`config.mk`:
```
export PLATFORM = sky130hd
export DESIGN_NAME = jk_bank_sched
export DESIGN_NICKNAME = d
export VERILOG_FILES = /design/src/rtl/jk_bank_sched.sv
export SDC_FILE = /design/constraint.sdc
export NUM_CORES = 1
export LEC_CHECK = 0
export ABC_CLOCK_PERIOD_IN_PS = 4400
export CAP_MARGIN = 10
export CORE_MARGIN = 4
export CORE_UTILIZATION = 46
export DETAILED_ROUTE_END_ITERATION = 7
export PLACE_DENSITY = 0.83
export SYNTH_ARGS = -nofsm -noshare
export SYNTH_HDL_FRONTEND = slang
export SYNTH_SLANG_ARGS = --single-unit
```
`constraint.sdc`:
```
create_clock -name clk -period 4.4 [get_ports clk]
set_input_delay 0.66 -clock clk [delete_from_list [all_inputs] [get_ports clk]]
set_output_delay 0.66 -clock clk [all_outputs]
set_load 0.02 [all_outputs]
```
`src/rtl/jk_bank_sched.sv`:
```
`timescale 1ns/1ps
// -----------------------------------------------------------------------------
// jk_bank_sched
//
// Shared-bank scheduler for a bank of JK cells. Several requesters each post one
// JK command (HOLD/SET/RESET/TOGGLE) aimed at one cell; the scheduler grants one
// requester at a time, applies its command, then acknowledges it.
//
// Build option:
//   JKSCHED_RR_EN  defined   -> round-robin arbitration (pointer starts at NREQ-1)
//                  undefined -> fixed priority, lowest requester index wins
//
// Ports:
//   clk   in   rising-edge clock
//   rst   in   asynchronous, active-low reset
//   req   in   [NREQ]        request per requester, held until its ack
//   cmd   in   [2*NREQ]      {j,k} per requester: 00 HOLD, 01 SET, 10 RESET, 11 TOGGLE
//   addr  in   [ABITS*NREQ]  target cell per requester
//   ack   out  [NREQ]        one-hot, one-cycle acknowledge to the granted requester
//   err   out                pulses with ack when the granted address is >= NBITS
//   busy  out                high while a command is in flight
//   q     out  [NBITS]       cell states
//   qb    out  [NBITS]       inverse of q
//
// Cycle view (t0 = sampling edge): q changes at t1, ack/err high t2..t3,
// busy high t0..t3, next sample possible at t3.
// -----------------------------------------------------------------------------
module jk_bank_sched #(
  parameter int NREQ  = 4,
  parameter int NBITS = 6,
  parameter int ABITS = 3
) (
  input  logic                    clk,
  input  logic                    rst,
  input  logic [NREQ-1:0]         req,
  input  logic [2*NREQ-1:0]       cmd,
  input  logic [ABITS*NREQ-1:0]   addr,
  output logic [NREQ-1:0]         ack,
  output logic                    err,
  output logic                    busy,
  output logic [NBITS-1:0]        q,
  output logic [NBITS-1:0]        qb
);

  // state | meaning
  // ------+---------------------------------------------------------------
  // IDLE  | waiting; samples req/cmd/addr and latches the winner
  // EXEC  | applies the latched command to the addressed cell (or flags err)
  // ACK   | loads the one-cycle ack/err pulse for the winner
  typedef enum logic [1:0] {
    S_IDLE = 2'd0,
    S_EXEC = 2'd1,
    S_ACK  = 2'd2
  } state_t;

  localparam int IW = (NREQ > 1) ? $clog2(NREQ) : 1;

  state_t           state, state_nxt;
  logic             win_vld;
  logic [IW-1:0]    win_idx;
  logic [IW-1:0]    win_l;
  logic [1:0]       cmd_l;
  logic [ABITS-1:0] addr_l;
  logic             err_l;

  // ---------------------------------------------------------------------------
  // Winner selection
  // ---------------------------------------------------------------------------
`ifdef JKSCHED_RR_EN
  logic [IW-1:0] rr_ptr;

  // Search order starts one past the last grant and wraps.
  always_comb begin
    int c;
    win_vld = 1'b0;
    win_idx = '0;
    c       = 0;
    for (int k = 1; k <= NREQ; k++) begin
      c = int'(rr_ptr) + k;
      if (c >= NREQ) c = c - NREQ;
      if (!win_vld && req[c]) begin
        win_vld = 1'b1;
        win_idx = IW'(c);
      end
    end
  end

  always_ff @(posedge clk or negedge rst) begin
    if (!rst) begin
      rr_ptr <= IW'(NREQ - 1);
    end else if (state == S_IDLE && win_vld) begin
      rr_ptr <= win_idx;
    end
  end
`else
  // Descending scan so the lowest set index is the last (winning) assignment.
  always_comb begin
    win_vld = 1'b0;
    win_idx = '0;
    for (int k = NREQ - 1; k >= 0; k--) begin
      if (req[k]) begin
        win_vld = 1'b1;
        win_idx = IW'(k);
      end
    end
  end
`endif

  // ---------------------------------------------------------------------------
  // FSM
  // ---------------------------------------------------------------------------
  always_comb begin
    state_nxt = state;
    case (state)
      S_IDLE:  if (win_vld) state_nxt = S_EXEC;
      S_EXEC:  state_nxt = S_ACK;
      S_ACK:   state_nxt = S_IDLE;
      default: state_nxt = S_IDLE;
    endcase
  end

  function automatic logic jk_next(input logic [1:0] c, input logic cur);
    case (c)
      2'b01:   jk_next = 1'b1;
      2'b10:   jk_next = 1'b0;
      2'b11:   jk_next = ~cur;
      default: jk_next = cur;
    endcase
  endfunction

  always_ff @(posedge clk or negedge rst) begin
    if (!rst) begin
      state  <= S_IDLE;
      win_l  <= '0;
      cmd_l  <= '0;
      addr_l <= '0;
      err_l  <= 1'b0;
      q      <= '0;
      ack    <= '0;
      err    <= 1'b0;
      busy   <= 1'b0;
    end else begin
      state <= state_nxt;
      // The ack cycle follows ACK, so busy is stretched across it.
      busy  <= (state_nxt != S_IDLE) || (state == S_ACK);
      ack   <= '0;
      err   <= 1'b0;
      case (state)
        S_IDLE: begin
          if (win_vld) begin
            win_l  <= win_idx;
            cmd_l  <= cmd[2*int'(win_idx) +: 2];
            addr_l <= addr[ABITS*int'(win_idx) +: ABITS];
            err_l  <= 1'b0;
          end
        end
        S_EXEC: begin
          if (int'(addr_l) >= NBITS) begin
            err_l <= 1'b1;
          end else begin
            for (int b = 0; b < NBITS; b++) begin
              if (int'(addr_l) == b) q[b] <= jk_next(cmd_l, q[b]);
            end
          end
        end
        S_ACK: begin
          ack[win_l] <= 1'b1;
          err        <= err_l;
        end
        default: ;
      endcase
    end
  end

  assign qb = ~q;

endmodule

```
==> results.yml, run 1 <==
setup_path:
  worstSetupPathType: "input pin to flop"
  worstSetupStartpointType: "input pin"
  worst_ep_required_time_ps: 4610
  critPathMaxFanout: 15
  crit_arrival_ps: 2420
  r2r-start: "state[1]"
  crit_path_end_kind: "flop"
  critPathLaunch: "req[2]"
die:
  die_w_um: 58.2
  die_h_um: 58.2
  fp.coreArea_sq_um: 2300
  start_util_pct: 50.5
  dieArea_sq_um: 3390
  placementRows: 17
  ios: 44
power_and_ir_drop:
  powerDensity_nw_per_um2: 613
  p_leak_uw: 0.000678
  ir_worst_vdd_mv: 0.497
  p_total_uw: 998
sta:
  fmax_ghz: 0.452
  fin_crit_sh_pct: 50.2
  final.min_clock_period_ps: 2210
  relSlewSlack_pct: 36.0
  finClkSkew_ps: 10.7
  setup_viol: 0
  slew_viol_final: 0
  rsz0062_at_grt: "no"
  tightest_slew_ps: 956
  finalHoldViolCount: 0
  tns_ps: 0
yosys:
  yosys.area.top_type: "dfrtp_1"
  synth_cell_types: 32
  netlist_area_sq_um: 1160
  synthFlopType: "dfrtp_1"
  synth_edf_count: 0
  synthTopCellsByCount: "dfrtp_1 (22), inv_1 (11), o21ai_0 (10), nand2_1 (6), nor4_1 (5)"
  synthTopCellsByArea: "dfrtp_1 (47%), o21ai_0 (4.3%), mux2_2 (3.9%)"
  yosys_register_bits: 22
  synth_most_common_cell: "dfrtp_1"
  netlist.area_leader.share_pct: 47.4
  yosys_warnings: 0
  syn_nets: 140
  syn_avg_cell_area_sq_um: 10.2
  ys_seq_area_share_pct: 47.4
  synthCells: 114
  ys_async_sr_fraction_pct: 100
flow_run:
  drv_cap: 0
final_layout:
  final_util_pct: 70.9
  diodes: 0
  area_growth_pct: 40.2
  fin_cells: 182
  layout.nets: 181
  drive_above_1_share_pct: 7.79
grt:
  antenna_found_initial: 0
  overflow: 0
  grt_use_total_pct: 17.6
  grt_pass1_wl_um: 4600
  grt_max_degree: 23
  grt_pass1_vias: 1009
outcome:
  status: "complete, no violations"
cts:
  cts_buffer_depth: 2
  cts_setup_buffers: 0
  cts_tree: "built"
  holdBufCountCts: 0
  clkLatencyLatePin_ps: 310
  root_buffer: "clkbuf_4"
  h-tree-depth: 1
  clock_sinks: 22
  clk_pin_slew_ps: 130
  post_cts_resized: 0
  numCtsBuffers: 3
detailed_routing:
  drc_errors: 0
  drtIter0Drc: 17
  via_per_inst: 5.69
  ant_nets: 0
  wl_um: 2820
  vias: 1036
  wire_per_inst_um: 15.5
  drt_pass1_iterations: 4
placement:
  gp_congestion: 0.811
  io_buffers: 43
  dp_hpwl_um: 2280
  dp.cells: 178
min_path:
  hold_path_class: "flop to flop"
  hp-start: "err_l"
## stage by stage
step,hold slack [ps],setup WS (ps),instance area (sq um)
floorplan,364,2690,1160
global placement,471,1950,1580
detailed placement,478,1850,1580
CTS,502,2190,1630
global route,517,2060,1630
finish,493,2190,1630
## routing by layer
metal	global-route usage, %	wire, um	vias up
met4	5.63	34	0
met2	30.8	1470	29
met5	0	0	-
li1	-	-	502
met3	4.45	144	6
met1	21.0	1180	499
## worst max-delay path, cell delays in order
cell and delay [ps]:
clkdlybuf4s50_1 650, nor4_4 530, or2_1 360, inv_4 50, o32a_1 170
## final timing paths
kind	slack, ps	endpoint	cells past startpoint
max in group asynchronous	2950	cmd_l[1]	1
hold reg to reg	490	err	1
setup / recovery	2190	addr_l[2]	5
min in group asynchronous	870	addr_l[0]	1
hold / removal	490	err	1
setup reg to reg	2880	q[3]	3
## logic make-up after synthesis
group / Yosys count / share of synthesized area (%)
buffers and inverters: 19 / 8.51
AOI/OAI and AO/OA: 34 / 21.0
muxes: 4 / 3.88
and+or+nand+nor: 35 / 19.2
DFF: 22 / 47.4
## layout by cell type (no fill, tap or decap), types with 2 or more instances in the layout
master / netlist / routed
a41oi_1: 2 / 2
clkbuf_4: 0 / 3
o21ai_0: 10 / 10
nor2_1: 3 / 3
a32o_1: 2 / 2
a21oi_1: 2 / 2
nor3b_1: 3 / 3
mux2_2: 4 / 4
clkdlybuf4s50_1: 0 / 43
o21bai_1: 3 / 3
a21o_1: 4 / 4
nor3_1: 3 / 3
a311oi_1: 3 / 3
inv_1: 11 / 11
nand2_1: 6 / 6
a31oi_1: 2 / 2
nor4_1: 5 / 5
nand3b_1: 4 / 4
or2_1: 3 / 3
dfrtp_1: 22 / 22
nor2b_1: 3 / 3
a32oi_1: 3 / 3
## area by class of cell
| type | instances | area, sq um |
|---|---|---|
| Multi-Input combinational cell | 73 | 512 |
| Tap cell | 28 | 35.0 |
| Clock inverter | 1 | 30.0 |
| Fill cell | 183 | 669 |
| Sequential cell | 22 | 551 |
| Inverter | 12 | 47.5 |
| Timing Repair Buffer | 43 | 430 |
| Clock buffer | 3 | 22.5 |
## sequential cells by signal (all words and copies together) (netlist names)
register  flops
busy          1
q             6
err_l         1
err           1
cmd_l         2
state         2
addr_l        3
win_l         2
ack           4
## report_power, final
| group | internal [uW] | switching, uW | total (uW) |
|---|---|---|---|
| logic | 232 | 241 | 473 |
| clock network | 92.1 | 62.5 | 155 |
| registers | 285 | 85.4 | 370 |
| total | 609 | 389 | 998 |
(Power assumes the default switching activity.)
==> run 2, diff against run 1 <==
ABC_CLOCK_PERIOD_IN_PS = 1900   (was 4400)
CORE_UTILIZATION = 39   (was 46)
PLACE_DENSITY = 0.75   (was 0.83)
clock period = 1.9 ns   (was 4.4 ns; I/O delays follow)
==> run 2 against run 1 <==
Critical path depth shrank 3; clock-buffer cell count rose by 1; highest routed layer unchanged; largest power group unchanged; non-clock buffer count grew 6; final cell count rose by 4.9%; clock power grew 65%.
==> results.yml, run 2 (synthesis gave the netlist of run 1 again) <==
outcome:
  status: "complete, no violations"
cts:
  holdBufCountCts: 0
  cts_buffer_depth: 2
  numCtsBuffers: 3
  cts_setup_buffers: 0
  cts_tree: "built"
  post_cts_resized: 0
  clk_pin_slew_ps: 120
  root_buffer: "clkbuf_4"
  clock_sinks: 22
  clkLatencyLatePin_ps: 300
  h-tree-depth: 1
sta:
  final.min_clock_period_ps: 1680
  fin_hold_ws_ps: 314
  tns_ps: 0
  rsz0062_at_grt: "no"
  tightest_slew_ps: 472
  fmax_ghz: 0.597
  fin_crit_sh_pct: 88.2
  finalHoldViolCount: 0
  slew_viol_final: 0
  finClkSkew_ps: 2.76
  setup_viol: 0
  relSlewSlack_pct: 68.3
die:
  fp.coreArea_sq_um: 2810
  placementRows: 19
  die_w_um: 62.6
  ios: 44
  die_h_um: 62.6
  dieArea_sq_um: 3910
  start_util_pct: 41.4
setup_path:
  worstSetupPathType: "flop to output pin"
  critPathMaxFanout: 4
  worstSetupStartpointType: "flop"
  worst_ep_required_time_ps: 1620
  reg2regPathDepth: 4
  crit_arrival_ps: 1390
  ff2ff_setup_slack_ps: 340
  crit_path_end_kind: "output pin"
detailed_routing:
  wl_met3_um: 184
  wl_um: 2800
  wl_met1_um: 1210
  drtIter0Drc: 26
  ant_nets: 0
  wl_met2_um: 1380
  drt_pass1_iterations: 4
  wire_per_inst_um: 14.7
  vias: 1042
  via_per_inst: 5.46
  routed.top_layer: "met4"
  drc_errors: 0
final_layout:
  reg_top3: "q x6, ack x4, addr_l x3"
  largest_register: "q"
  drive_above_1_share_pct: 11.3
  area_growth_pct: 43.0
  diodes: 0
  layout.nets: 187
  n_fill_cell: 275
  final_util_pct: 59.2
  multi_input_area_sq_um: 512
  final_common_cell: "clkdlybuf4s50_1"
  final_cell_mix: "clkdlybuf4s50_1 (43), dfrtp_1 (22), inv_1 (11)"
  largest_register_ffs: 6
  fin_cells: 191
  seq_area_sq_um: 551
placement:
  gp_congestion: 0.754
  io_buffers: 43
  dp_hpwl_um: 2210
  dp.cells: 187
min_path:
  hold_path_class: "input pin to asynchronous set/reset pin"
power_and_ir_drop:
  powerDensity_nw_per_um2: 1360
  ir_worst_vdd_mv: 0.421
  p_leak_uw: 0.000700
  p_total_uw: 2250
grt:
  grt_pass1_wl_um: 4790
  grt_pass1_vias: 1093
  antenna_found_initial: 0
  grt_use_total_pct: 15.0
  grt_max_degree: 23
  overflow: 0
flow_run:
  drv_cap: 0
[run 2: worst max-delay path, cell delays in order (launching register included)]
cell             delay, ps
dfrtp_1                420
inv_1                   70
clkdlybuf4s50_1        600
[run 2: area by class of cell]
cell class                      instances  area share, %
Sequential cell                        22           33.2
Clock buffer                            4           2.19
Timing Repair Buffer                   49           28.6
Tap cell                               31           2.34
Inverter                               12           2.86
Multi-Input combinational cell         73           30.8
[run 2: power by group]
group	internal (uW)	total [uW]	switching (uW)
combinational	573	1140	572
clock	117	255	138
sequential	659	851	191
[run 2: metrics by stage]
stage          area [sq um]  worst slack [ps]
6_report               1660               224
5_1_grt                1660               156
4_1_cts                1660               203
3_5_place_dp           1620              35.9
3_3_place_gp           1620              39.4
2_1_floorplan          1160               479
[run 2: worst paths after layout]
path / end / from
worst max register to register: cmd_l[1] / state[0]
max in group asynchronous: win_l[1] / rst
worst min register to register: err / err_l
worst max-delay path: qb[0] / q[0]
worst min-delay path: q[3] / rst
min in group clk: err / err_l
[run 2: metal layers]
metal / vias to the layer above / global-route usage [%]
li1: 508 / -
met2: 42 / 24.4
met1: 490 / 18.6
met3: 2 / 3.96
met5: - / 0
met4: 0 / 6.61
